## src/rtl/cs_loop_sequencer.sv

```systemverilog
// Current-source regulation loop sequencer: measure RO pulse rate, average, step thermometer code.
// Latency: COUNT_DONE one cycle after DECIDE, i.e. WINDOW_LEN*2^AVG_LOG2+1 cycles after MEASURE entry.
// Backpressure: none; RO_PULSE is sampled every MEASURE cycle, LOOP_BYPASS preempts any state.
//
// Ports:
//   CLK, RST_N                       clock, async active-low reset
//   ENABLE, LOOP_BYPASS              run request, forced-code override
//   NO_CURRENT_SOURCE[31:0]          code applied while bypassed
//   RO_PULSE                         synchronized divided-RO pulse
//   LOWER/UPPER_VOLTAGE_BOUND[7:0]   regulation band, sampled in DECIDE only
//   OUT_COUNT[31:0]                  thermometer current-source enables
//   AVG_COUNT[7:0], COUNT_DONE       last average and its update strobe
//   LOCKED, SAT_HI, SAT_LO, BUSY     loop status
module cs_loop_sequencer #(
    parameter int WINDOW_LEN    = 256,
    parameter int AVG_LOG2      = 2,
    parameter int SETTLE_CYCLES = 64,
    parameter int LOCK_WINDOWS  = 4
) (
    input  logic        CLK,
    input  logic        RST_N,
    input  logic        ENABLE,
    input  logic        LOOP_BYPASS,
    input  logic [31:0] NO_CURRENT_SOURCE,
    input  logic        RO_PULSE,
    input  logic [7:0]  LOWER_VOLTAGE_BOUND,
    input  logic [7:0]  UPPER_VOLTAGE_BOUND,
    output logic [31:0] OUT_COUNT,
    output logic [7:0]  AVG_COUNT,
    output logic        COUNT_DONE,
    output logic        LOCKED,
    output logic        SAT_HI,
    output logic        SAT_LO,
    output logic        BUSY
);

    localparam int WIN_W  = $clog2(WINDOW_LEN);
    localparam int NWIN   = 1 << AVG_LOG2;
    localparam int WIDX_W = AVG_LOG2 + 1;
    localparam int SET_W  = (SETTLE_CYCLES > 1) ? $clog2(SETTLE_CYCLES) : 1;
    localparam int ACC_W  = 8 + AVG_LOG2;

    localparam logic [WIN_W-1:0]  WIN_LAST    = WIN_W'(WINDOW_LEN - 1);
    localparam logic [WIDX_W-1:0] WIDX_LAST   = WIDX_W'(NWIN - 1);
    localparam logic [SET_W-1:0]  SETTLE_LAST = SET_W'(SETTLE_CYCLES - 1);
    localparam logic [3:0]        LOCK_MAX    = 4'(LOCK_WINDOWS);

    typedef enum logic [1:0] {
        IDLE    = 2'd0,
        MEASURE = 2'd1,
        DECIDE  = 2'd2,
        SETTLE  = 2'd3
    } state_t;

    state_t            state, state_nxt;
    logic [WIN_W-1:0]  win_cnt;
    logic [WIDX_W-1:0] widx_cnt;
    logic [7:0]        pulse_cnt;
    logic [ACC_W-1:0]  acc;
    logic [SET_W-1:0]  settle_cnt;
    logic [3:0]        inband_cnt;

    logic       win_last, widx_last, settle_last;
    logic [7:0] pulse_nxt;
    logic [7:0] avg_now;
    logic       step_up, step_dn;

    always_comb begin
        win_last    = (win_cnt == WIN_LAST);
        widx_last   = (widx_cnt == WIDX_LAST);
        settle_last = (settle_cnt == SETTLE_LAST);
        // Saturating count including this cycle's pulse, so a pulse in the
        // window's last cycle still lands in that window's sum.
        pulse_nxt   = pulse_cnt;
        if (RO_PULSE && (pulse_cnt != 8'hFF)) begin
            pulse_nxt = pulse_cnt + 8'd1;
        end
        avg_now = acc[AVG_LOG2 +: 8];
        // Lower bound wins, so inverted bounds resolve to a step up.
        step_up = (avg_now < LOWER_VOLTAGE_BOUND);
        step_dn = !step_up && (avg_now > UPPER_VOLTAGE_BOUND);
    end

    always_comb begin
        state_nxt = state;
        case (state)
            IDLE:    if (ENABLE) state_nxt = MEASURE;
            MEASURE: if (win_last && widx_last) state_nxt = DECIDE;
            DECIDE:  state_nxt = SETTLE;
            SETTLE:  if (settle_last) state_nxt = ENABLE ? MEASURE : IDLE;
            default: state_nxt = IDLE;
        endcase
        if (LOOP_BYPASS) begin
            state_nxt = IDLE;
        end
    end

    always_ff @(posedge CLK or negedge RST_N) begin
        if (!RST_N) begin
            state <= IDLE;
        end else begin
            state <= state_nxt;
        end
    end

    always_ff @(posedge CLK or negedge RST_N) begin
        if (!RST_N) begin
            OUT_COUNT  <= 32'h0000_FFFF;
            AVG_COUNT  <= 8'd0;
            COUNT_DONE <= 1'b0;
            SAT_HI     <= 1'b0;
            SAT_LO     <= 1'b0;
            win_cnt    <= '0;
            widx_cnt   <= '0;
            pulse_cnt  <= '0;
            acc        <= '0;
            settle_cnt <= '0;
            inband_cnt <= '0;
        end else if (LOOP_BYPASS) begin
            OUT_COUNT  <= NO_CURRENT_SOURCE;
            COUNT_DONE <= 1'b0;
            win_cnt    <= '0;
            widx_cnt   <= '0;
            pulse_cnt  <= '0;
            acc        <= '0;
            settle_cnt <= '0;
            inband_cnt <= '0;
        end else begin
            COUNT_DONE <= 1'b0;
            case (state)
                IDLE: begin
                    win_cnt    <= '0;
                    widx_cnt   <= '0;
                    pulse_cnt  <= '0;
                    acc        <= '0;
                    settle_cnt <= '0;
                end
                MEASURE: begin
                    if (win_last) begin
                        acc       <= acc + ACC_W'(pulse_nxt);
                        pulse_cnt <= '0;
                        win_cnt   <= '0;
                        widx_cnt  <= widx_last ? '0 : widx_cnt + WIDX_W'(1);
                    end else begin
                        pulse_cnt <= pulse_nxt;
                        win_cnt   <= win_cnt + WIN_W'(1);
                    end
                end
                DECIDE: begin
                    AVG_COUNT  <= avg_now;
                    COUNT_DONE <= 1'b1;
                    acc        <= '0;
                    settle_cnt <= '0;
                    if (step_up) begin
                        SAT_LO     <= 1'b0;
                        inband_cnt <= '0;
                        SAT_HI     <= &OUT_COUNT;
                        if (!(&OUT_COUNT)) begin
                            OUT_COUNT <= {OUT_COUNT[30:0], 1'b1};
                        end
                    end else if (step_dn) begin
                        SAT_HI     <= 1'b0;
                        inband_cnt <= '0;
                        SAT_LO     <= (OUT_COUNT == 32'd0);
                        if (OUT_COUNT != 32'd0) begin
                            OUT_COUNT <= {1'b0, OUT_COUNT[31:1]};
                        end
                    end else begin
                        SAT_HI <= 1'b0;
                        SAT_LO <= 1'b0;
                        if (inband_cnt != LOCK_MAX) begin
                            inband_cnt <= inband_cnt + 4'd1;
                        end
                    end
                end
                SETTLE: begin
                    settle_cnt <= settle_last ? '0 : settle_cnt + SET_W'(1);
                end
                default: begin
                    settle_cnt <= '0;
                end
            endcase
        end
    end

    assign LOCKED = (inband_cnt == LOCK_MAX);
    assign BUSY   = (state != IDLE);

endmodule
```

## config.mk

```make
export PLATFORM = sky130hd
export DESIGN_NAME = cs_loop_sequencer
export DESIGN_NICKNAME = d
export VERILOG_FILES = /design/src/rtl/cs_loop_sequencer.sv
export SDC_FILE = /design/constraint.sdc
export NUM_CORES = 1
export LEC_CHECK = 0
export ABC_AREA = 1
export CELL_PAD_IN_SITES_DETAIL_PLACEMENT = 0
export CELL_PAD_IN_SITES_GLOBAL_PLACEMENT = 1
export CORE_MARGIN = 1
export CORE_UTILIZATION = 35
export CTS_CLUSTER_DIAMETER = 40
export DETAILED_ROUTE_END_ITERATION = 8
export DONT_BUFFER_PORTS = 1
export GPL_TIMING_DRIVEN = 0
export PLACE_DENSITY = 0.72
export SKIP_LAST_GASP = 1
export SYNTH_ARGS = -nofsm -noshare
export SYNTH_HDL_FRONTEND = slang
export SYNTH_SLANG_ARGS = --single-unit
```

## constraint.sdc

```tcl
create_clock -name CLK -period 3 [get_ports CLK]
set_clock_uncertainty 0.05 [all_clocks]
set_input_delay 0.45 -clock CLK [delete_from_list [all_inputs] [get_ports CLK]]
set_output_delay 0.45 -clock CLK [all_outputs]
set_load 0.01 [all_outputs]
```

==> results of run 1 <==
[stage by stage]
step	utilization, %	TNS [ns]	worst slack, ns	power, mW
floorplan	-	0	0.380	2.51
global placement	37.8	0	0.0330	2.82
global route	40.7	-0.0468	-0.0246	4.40
CTS	40.1	0	0.0196	4.15
finish	40.7	0	0.230	4.10
detailed placement	37.8	0	0.0256	2.82
[layout make-up]
| cell class | instances | area share (%) |
|---|---|---|
| Multi-Input combinational cell | 608 | 48.3 |
| Buffer | 26 | 2.30 |
| Timing Repair Buffer | 5 | 0.926 |
| Inverter | 113 | 6.54 |
| Clock inverter | 7 | 1.60 |
| Sequential cell | 84 | 32.7 |
| Clock buffer | 9 | 3.47 |
| Tap cell | 216 | 4.17 |
[cell usage after synthesis (2+ instances only)]
master,instances,area [µm²]
clkbuf_1,3,11.3
a21oi_1,22,110
o22ai_1,12,75.1
inv_1,105,394
buf_6,3,33.8
nor2_1,56,210
buf_4,3,22.5
dfrtp_1,68,1700
nand3_2,2,20.0
nor3_1,5,25.0
o21a_1,3,22.5
nand4_1,18,113
o21ai_0,20,100
nor2_4,3,33.8
nand3b_1,2,15.0
nand2_2,3,18.8
nor2_2,4,25.0
o21ai_1,2,10.0
nand2_4,2,22.5
buf_1,3,11.3
inv_2,8,30.0
buf_2,14,70.1
nand3_1,80,400
a22o_1,2,17.5
ha_1,34,425
nand2_1,311,1170
xor2_1,10,87.6
a21o_1,2,15.0
dfstp_2,16,420
xnor2_1,4,35.0
[power groups by stage]
| stage | logic [mW] | registers, mW | clock network (mW) |
|---|---|---|---|
| 3_5_place_dp | 1.02 | 1.80 | 0 |
| 5_1_grt | 1.23 | 1.82 | 1.35 |
| 6_report | 1.06 | 1.77 | 1.27 |
| 4_1_cts | 1.06 | 1.78 | 1.31 |
| 3_3_place_gp | 1.02 | 1.80 | 0 |
| 2_1_floorplan | 0.816 | 1.69 | 0 |
[path summary, 6_finish.rpt]
check | from | endpoint | slack [ns]
max | pulse_cnt[1]$_DFFE_PN0P_ | acc[9]$_DFFE_PN0P_ | 0.23
min in group asynchronous | RST_N | win_cnt[0]$_DFFE_PN0P_ | 0.59
min | NO_CURRENT_SOURCE[11] | OUT_COUNT[11]$_DFFE_PN1P_ | 0.23
min reg2reg | widx_cnt[2]$_DFFE_PN0P_ | widx_cnt[2]$_DFFE_PN0P_ | 0.44
max reg2reg | pulse_cnt[1]$_DFFE_PN0P_ | acc[9]$_DFFE_PN0P_ | 0.23
max in group asynchronous | RST_N | OUT_COUNT[9]$_DFFE_PN1P_ | 1.91
[layer usage]
metal	track usage (%)	vias up
met5	0	-
met4	5.68	0
met3	5.17	12
met2	30.1	74
met1	26.3	2307
li1	-	2660
[repair_timing]
action / in CTS / in global routing
buffers inserted: 0 / 3
gates resized for setup: 0 / 16
endpoints found under the hold margin: 84 / 0
hold buffers: 2 / 0
endpoints found under the setup margin: 0 / 6
[state kept, by name (all words and copies together), names as in the netlist, 3 cells and up]
| name | cells |
|---|---|
| OUT_COUNT | 32 |
| acc | 10 |
| AVG_COUNT | 8 |
| pulse_cnt | 8 |
| win_cnt | 8 |
| settle_cnt | 6 |
| inband_cnt | 4 |
| widx_cnt | 3 |
[critical path, stage by stage, from the launching register on]
cell and delay [ns]:
dfrtp_1 0.38, ha_2 0.19, nand2_1 0.08, nor2_2 0.11, nand2_1 0.07, nor2_2 0.14
nand2_2 0.09, nand2_4 0.11, inv_1 0.07, nand2_1 0.09, xor2_2 0.18, inv_1 0.06
ha_1 0.33, nand2_2 0.10, inv_1 0.05, nand2_1 0.06, nand2_1 0.05, a21oi_2 0.16
o22ai_1 0.11, a21oi_1 0.13, nor2_1 0.06
[logic make-up (layout without fill, tap and decap cells)]
family,count (synthesis),after routing,synth area share [%]
AOI/OAI and AO/OA,70,70,7.23
and+or+nand+nor,489,489,36.0
adders and majority gates,35,35,7.75
xor gates and xnor gates,14,14,2.13
buffers and inverters,139,160,9.97
DFF,84,84,36.9
==> reports/metrics.cfg, run 1 <==
[detailed_routing]
vias_per_cell=4.73
drc_errors=0
wl_met3_um=766
top_layer=met4
wl_met1_um=7550
detail-route-antenna-nets=0
detail_route.iter0.violations=320
routed_wl_um=15600
route.met2.wl_um=7070
dr.pass1.iters=5
vias=5053
wire_per_inst_um=14.6

[pwr]
p_int_mw=2.52
p_comb_share_pct=25.9
p_sw_share_pct=38.6
power-per-cell-area_mw_per_mm2=633
pwr-share-clk_pct=30.9
vdd_ir_drop_max_mv=0.300
p_sw_mw=1.58
seq_power_share_pct=43.2
power_leakage_nw=3.40

[grt]
grt_antenna_before_repair=0
grt_max_degree=85
grt_pass1_wl_um=25200
grt_pass1_vias=4883
grt_usage_pct=19.4
grt_overflow=0

[placed_design]
dpl_cell_area_mm2=0.00602
dp_hpwl_um=11300
io_buffers=0
place_congestion=0.777
dp_cells=1047

[floorplan]
die_area_mm2=0.0169
die_w_um=130
num_rows=46
initial_core_util_pct=36.1
ioPinCount=98
die_y_um=130
core_mm2=0.0159

[synth]
synth_cell_types=41
ys.flop_type=dfrtp_1
syn_inst=831
synth_edf_count=0
syn_area_mm2=0.00575
yosysWarningCount=0
synth-seq-area-share_pct=36.9
syn-num-nets=919
synthArstFlopShare_pct=100
synth_seq_cells=84
syn_area_per_cell_um2=6.92

[clock_tree]
clkTransAtPathRegs_ns=0.07
htreeDepth=3
clockRootBuffer=clkbuf_16
clock_path_buffers=2
cts.sinks=84
cts_buffers=9
cts_tree=built
clk_latency_ns=0.35

[finish]
area.growth.synth_to_final_pct=12.8
antenna-diode-count=0
multi_input_area_mm2=0.00313
instances_no_fill=1068
drive_gt1_share_pct=11.3
layout_common_cells=nand2_1, inv_1, nand3_1, dfrtp_1, nor2_1
final_common_cell=nand2_1
final_area_mm2=0.00648
nets=935
fillers=1762
ff_latch_area_mm2=0.00212

[run]
drv_cap=0

[worst_setup_path]
worstSetupEndpointType=flop
path_class=flop to flop
crit_arrival_ns=2.97
crit_path_start_kind=flop
crit_path_max_fanout=5
critPathRequiredTime_ns=3.20
r2r_cells=20

[worst_hold_path]
hold_path_depth=4
hp-class=input pin to flop

[timing]
drv_slew=0
fin_crit_sh_pct=92.3
worstMarginPinSlew_ns=0.513
hold_viol=0
fmax_mhz=361
whs_ns=0.229
min_period_ns=2.77
relSlewSlack_pct=65.8
setup_viol=0

[outcome]
status=finished clean

No activity file was read; power rests on OpenSTA's default activity.
==> run 2, diff against run 1 <==
- CTS_BUF_LIST: not set -> sky130_fd_sc_hd__clkbuf_2
==> run 2 against run 1 <==
Against the previous run: maximum frequency fell by 0.51%; total power fell by 11%; global-route usage barely moved; critical endpoint is now acc[8]$_DFFE_PN0P_; largest cell class unchanged; highest routed layer unchanged.
==> reports/metrics.cfg, run 2 (synthesis gave the netlist of run 1 again) <==
[clock_tree]
clock_path_buffers=2  ; unchanged
clockRootBuffer=clkbuf_2
cts_buffers=9  ; unchanged
cts.sinks=84  ; unchanged
clk_latency_ns=0.61  ; +0.26 ns
cts_tree=built
clkTransAtPathRegs_ns=0.27  ; +0.20 ns
htreeDepth=3  ; unchanged

[detailed_routing]
vias=5210  ; +3.1%
dr.pass1.iters=4  ; -1
vias_per_cell=4.71  ; -0.35%
drc_errors=0  ; unchanged
detail-route-antenna-nets=0  ; unchanged
routed_wl_um=15700  ; +0.56%
wire_per_inst_um=14.2  ; -2.8%
detail_route.iter0.violations=391  ; +22%

[placed_design]
io_buffers=0  ; unchanged
dpl_cell_area_mm2=0.00602  ; unchanged
dp_hpwl_um=11300  ; unchanged
post-place-ws_ns=0.0256  ; unchanged
dp_cells=1047  ; unchanged
place_congestion=0.777  ; unchanged

[timing]
drv_slew=0  ; unchanged
hold_viol=0  ; unchanged
setup_viol=0  ; unchanged
fmax_mhz=359  ; -0.51%
worstMarginPinSlew_ns=0.526  ; +0.0131 ns
whs_ns=0.0665  ; -0.162 ns
relSlewSlack_pct=64.9  ; -0.87 points
setup_ws_ns=0.215  ; -0.0142 ns
min_period_ns=2.78  ; +0.0142 ns
fin_crit_sh_pct=92.8  ; +0.47 points

[outcome]
status=finished clean

[floorplan]
die_y_um=130  ; unchanged
ioPinCount=98  ; unchanged
die_w_um=130  ; unchanged
core_mm2=0.0159  ; unchanged
die_area_mm2=0.0169  ; unchanged
num_rows=46  ; unchanged
initial_core_util_pct=36.1  ; unchanged

[finish]
fin_util_pct=42.0  ; +1.4 points
layout_common_cells=nand2_1, inv_1, nand3_1, dfrtp_1, nor2_1
final_area_mm2=0.00670  ; +3.4%
drive_gt1_share_pct=11.5  ; +0.22 points
area.growth.synth_to_final_pct=16.6
nets=971  ; +3.9%
fillers=1748  ; -0.79%
instances_no_fill=1105  ; +3.5%
final_common_cell=nand2_1
reg_top3=OUT_COUNT x32, acc x10
top_register=OUT_COUNT
largest_reg_flops=32  ; unchanged

[run]
drv_cap=0  ; unchanged

[worst_hold_path]
hp-class=input pin to flop
hold_path_depth=4  ; unchanged

[worst_setup_path]
crit_path_start_kind=flop
cp.depth=19  ; -5.0%
crit_arrival_ns=3.26  ; +0.29 ns
path_class=flop to flop
crit_chain=ha_2 > nand2_2 > nor2_2 > nand2_1 > nor2_2 > nand2_2 > nand2_4 > xor2_2 > inv_2 > ha_4 > fa_2 > nand3_1 > nand2_1 > nand2_2 > a21oi_4 > nand2_1 > nand2_1 > a21oi_2 > nor2_1
path_delay_family=simple AND/OR/NAND/NOR gates
critPathRequiredTime_ns=3.48  ; +0.28 ns
cp_slowest_cell=dfrtp_1
crit_path_max_fanout=5  ; unchanged
worstSetupEndpointType=flop
worst-path-buf-inv=1  ; -2
cp_common_cell=nand2_1
r2r_cells=19  ; -5.0%
cp_slowest_stage_delay_ns=0.45  ; +0.07 ns

[grt]
grt_pass1_wl_um=25400  ; +0.74%
grt_usage_pct=19.4  ; +0.030 points
grt_max_degree=85  ; unchanged
grt_antenna_before_repair=1  ; +1
grt_pass1_vias=4993  ; +2.3%
grt_overflow=0  ; unchanged

[pwr]
p_sw_mw=1.54  ; -2.7%
vdd_ir_drop_max_mv=0.237  ; -21%
p_int_mw=2.10  ; -17%
pwr-share-clk_pct=20.8  ; -10 points
power_leakage_nw=3.48  ; +2.3%
seq_power_share_pct=48.7  ; +5.5 points
p_comb_share_pct=30.5  ; +4.6 points
power-per-cell-area_mw_per_mm2=543  ; -14%
p_sw_share_pct=42.2  ; +3.7 points

## run 2: cell count changes in the layout (fill, tap and decap cells not counted), moves of 2 or more
cell,change
nand2_1,-2
clkbuf_2,+9
clkbuf_16,-9
ha_4,+2
nand2_2,+2
dlygate4sd3_1,+35
## run 2: layout make-up
class                           instances  area [µm²]  share of cell area [%]
Sequential cell                        84        2120                    31.7
Antenna cell                            1        2.50                  0.0373
Multi-Input combinational cell        608        3170                    47.3
Timing Repair Buffer                   41         418                    6.23
Inverter                              113         424                    6.33
Clock buffer                            9        45.0                   0.672
Tap cell                              216         270                    4.03
Clock inverter                          7         104                    1.55
Buffer                                 26         149                    2.22
## run 2: worst register-to-register path, cell delays in order, from the launching register on
cell	delay, ns
dfrtp_1	0.45
ha_2	0.21
nand2_2	0.07
nor2_2	0.12
nand2_1	0.07
nor2_2	0.14
nand2_2	0.09
nand2_4	0.11
xor2_2	0.16
inv_2	0.07
ha_4	0.17
fa_2	0.36
nand3_1	0.09
nand2_1	0.08
nand2_2	0.11
a21oi_4	0.07
nand2_1	0.06
nand2_1	0.07
a21oi_2	0.12
nor2_1	0.05
## run 2: path summary, 6_finish.rpt
check	slack, ns	startpoint	end
worst max-delay path	0.22	pulse_cnt[0]$_DFFE_PN0P_	acc[8]$_DFFE_PN0P_
worst min-delay path	0.07	RO_PULSE	pulse_cnt[6]$_DFFE_PN0P_
worst max register to register	0.22	pulse_cnt[0]$_DFFE_PN0P_	acc[8]$_DFFE_PN0P_
worst min register to register	0.47	widx_cnt[2]$_DFFE_PN0P_	widx_cnt[2]$_DFFE_PN0P_
max in group asynchronous	2.21	RST_N	OUT_COUNT[9]$_DFFE_PN1P_
min in group asynchronous	0.28	RST_N	win_cnt[0]$_DFFE_PN0P_
## run 2: power by group through the flow
stage               combinational, mW  sequential, mW  clock, mW
floorplan                       0.816            1.69          0
global placement                 1.02            1.80          0
detailed placement               1.02            1.80          0
CTS                              1.10            1.78      0.797
global route                     1.29            1.83      0.833
finish                           1.11            1.77      0.758
## run 2: routing by layer
metal / vias to the layer above / track usage [%] / share of wire (%)
li1: 2733 / - / -
met2: 81 / 30.6 / 46
met4: 0 / 3.69 / 0.71
met5: - / 0 / 0
met1: 2391 / 26.7 / 49
met3: 5 / 5.17 / 4.6
## run 2: what timing repair did
action	CTS	global route
endpoints found under the setup margin	0	7
setup buffers	0	4
resized for setup	0	23
hold buffers	37	0
hold endpoints to repair	119	0
## run 2: through the flow
step	TNS (ns)	total power, mW
final	0	3.64
after global routing	-0.0367	3.95
after CTS	0	3.67
after detailed placement	0	2.82
after global placement	0	2.82
after floorplan	0	2.51
==> run 3, diff against run 2 <==
--- a/config.mk
+++ b/config.mk
@@ -9,5 +9,5 @@
 export CELL_PAD_IN_SITES_DETAIL_PLACEMENT = 0
 export CELL_PAD_IN_SITES_GLOBAL_PLACEMENT = 1
-export CORE_MARGIN = 1
+export CORE_MARGIN = 2
 export CORE_UTILIZATION = 35
 export CTS_BUF_LIST = sky130_fd_sc_hd__clkbuf_2
==> constraint.sdc (replaced) <==
create_clock -name CLK -period 3 [get_ports CLK]
set_clock_uncertainty 0.05 [all_clocks]
set_input_delay 0 -clock CLK [delete_from_list [all_inputs] [get_ports CLK]]
set_output_delay 0 -clock CLK [all_outputs]
set_load 0.01 [all_outputs]
==> run 3 against run 2 <==
Against the previous run: flip-flop and latch count unchanged; critical path depth unchanged; total power up 0.48%; die area up 3.1%; final cell count up 4.5%; register-to-register slack better by 0.04 ns; sequential share of layout area down 2.0 points; critical path type unchanged; critical endpoint unchanged; largest power group unchanged.
==> reports/metrics.cfg, run 3 (synthesis gave the netlist of run 1 again) <==
[finish]
layout_common_cells=nand2_1, inv_1, dlygate4sd3_1, nand3_1, dfrtp_1
reg_top3=OUT_COUNT x32, acc x10
ff_latch_area_mm2=0.00212  ; unchanged
area.growth.synth_to_final_pct=24.6
fillers=1677  ; -4.1%
top_register=OUT_COUNT
final_common_cell=nand2_1
drive_gt1_share_pct=10.2  ; -1.3 points
largest_reg_flops=32  ; unchanged
final_area_mm2=0.00716  ; +6.8%
multi_input_area_mm2=0.00314  ; -0.95%
fin_util_pct=44.9  ; +2.9 points
nets=1021  ; +5.1%

[detailed_routing]
wire_per_inst_um=14.4  ; +1.7%
vias=5523  ; +6.0%
detail-route-antenna-nets=0  ; unchanged
dr.pass1.iters=4  ; unchanged
detail_route.iter0.violations=391  ; unchanged
routed_wl_um=16700  ; +6.3%
drc_errors=0  ; unchanged
vias_per_cell=4.78  ; +1.4%

[placed_design]
dp_hpwl_um=11400  ; +1.2%
io_buffers=0  ; unchanged
dpl_cell_area_mm2=0.00602  ; unchanged
place_congestion=0.795  ; +2.4%

[timing]
min_period_ns=2.74  ; -0.0434 ns
worstMarginPinSlew_ns=0.529  ; +0.00337 ns
setup_viol=0  ; unchanged
hold_viol=0  ; unchanged
fmax_mhz=365  ; +1.6%
fin_crit_sh_pct=91.4  ; -1.4 points
whs_ns=0.0932  ; +0.0266 ns
drv_slew=0  ; unchanged
relSlewSlack_pct=64.7  ; -0.22 points

[grt]
grt_overflow=0  ; unchanged
grt_max_degree=69  ; -19%
grt_usage_pct=19.5  ; +0.055 points
grt_pass1_wl_um=27400  ; +8.0%
grt_pass1_vias=5395  ; +8.1%
grt_antenna_before_repair=1  ; unchanged

[worst_setup_path]
crit_path_max_fanout=5  ; unchanged
worstSetupEndpointType=flop
worst-path-buf-inv=1  ; unchanged
crit_path_start_kind=flop
cp_slowest_stage_delay_ns=0.43  ; -0.02 ns
cp_common_cell=nand2_1
crit_chain=ha_1 > nand2_1 > nor2_2 > nand2_1 > nor2_1 > nand2_1 > nand2_4 > xor2_2 > inv_1 > ha_2 > fa_2 > nand3_1 > nand2_1 > nand2_2 > a21oi_2 > nand2_1 > nand2_1 > a21oi_2 > nor2_1
cp_slowest_cell=dfrtp_1
critPathRequiredTime_ns=3.47  ; about the same
crit_arrival_ns=3.21  ; -0.05 ns
path_delay_family=simple AND/OR/NAND/NOR gates
r2r_cells=19  ; unchanged
path_class=flop to flop
cp.depth=19  ; unchanged

[floorplan]
ioPinCount=98  ; unchanged
core_mm2=0.0159  ; unchanged
die_y_um=132  ; +1.5%
num_rows=46  ; unchanged
die_w_um=132  ; +1.5%
initial_core_util_pct=36.1  ; unchanged
die_area_mm2=0.0175  ; +3.1%

[clock_tree]
clkTransAtPathRegs_ns=0.24  ; -0.03 ns
cts_buffers=9  ; unchanged
clockRootBuffer=clkbuf_2
htreeDepth=3  ; unchanged
cts.sinks=84  ; unchanged
clk_latency_ns=0.60  ; about the same
clock_path_buffers=2  ; unchanged
cts_tree=built

[pwr]
vdd_ir_drop_max_mv=0.242  ; +2.0%
power-per-cell-area_mw_per_mm2=511  ; -6.0%
power_leakage_nw=3.67  ; +5.4%

[worst_hold_path]
hp-class=input pin to flop
hold_path_depth=11  ; +7

[run]
drv_cap=0  ; unchanged

[outcome]
status=finished clean

==> run 3: cell types whose count changed in the layout (fill, tap and decap cells not counted), moves of 2 or more <==
cell           delta
nand2_1           +3
nand2_2           -3
clkinvlp_4        +2
inv_6             -4
dlygate4sd3_1    +50
clkbuf_2          +2
==> run 3: cell type report <==
cell class,count,share of cell area (%)
Inverter,113,5.92
Multi-Input combinational cell,608,43.8
Clock inverter,5,0.873
Timing Repair Buffer,91,13.1
Antenna cell,1,0.0349
Tap cell,216,3.77
Buffer,26,2.08
Sequential cell,84,29.6
Clock buffer,11,0.769
==> run 3: worst min-delay path, cell delays in order <==
cell,delay (ns)
nand2_1,0.04
nand2_1,0.05
nand2_1,0.05
nand2_1,0.05
nand2_1,0.08
nand2_4,0.14
nand3_1,0.08
nor2_1,0.09
nor2_1,0.07
nand3_1,0.07
nand2_1,0.05
==> run 3: timing repair <==
action                     CTS  global route
hold endpoints to repair   163             0
setup endpoints to repair    0             4
resized for setup            0            16
hold buffers                88             0
setup buffers                0             3
==> run 3: through the flow <==
stage / instances / setup WS [ns] / setup TNS [ns] / total power [mW]
after detailed placement: 1047 / 0.0661 / 0 / 2.83
final: 1155 / 0.259 / 0 / 3.66
after global placement: 1047 / 0.0229 / 0 / 2.82
after CTS: 1151 / 0.0449 / 0 / 3.69
after floorplan: 831 / 0.380 / 0 / 2.51
after global routing: 1155 / -0.0427 / -0.0427 / 3.96
==> run 3: report_power, final <==
part | internal, mW | switching (mW)
logic | 0.524 | 0.722
registers | 1.39 | 0.382
clock network | 0.201 | 0.437
==> run 3: metal layers <==
layer  vias to the layer above  global-route usage [%]  share of wire, %
li1                       2829                       -                 -
met1                      2593                    25.4                47
met2                        91                    32.3                48
met3                        10                    5.42               4.4
met4                         0                    4.23              0.75
met5                         -                       0                 0
==> run 3: path summary, 6_finish.rpt <==
| kind | endpoint | from | slack (ns) |
|---|---|---|---|
| max | acc[8]$_DFFE_PN0P_ | pulse_cnt[0]$_DFFE_PN0P_ | 0.26 |
| min | OUT_COUNT[0]$_DFFE_PN1P_ | LOWER_VOLTAGE_BOUND[0] | 0.09 |
| max reg2reg | acc[8]$_DFFE_PN0P_ | pulse_cnt[0]$_DFFE_PN0P_ | 0.26 |
| min reg2reg | widx_cnt[0]$_DFFE_PN0P_ | widx_cnt[0]$_DFFE_PN0P_ | 0.47 |
| max in group asynchronous | OUT_COUNT[25]$_DFFE_PN0P_ | RST_N | 2.02 |
| min in group asynchronous | OUT_COUNT[4]$_DFFE_PN1P_ | RST_N | 0.50 |
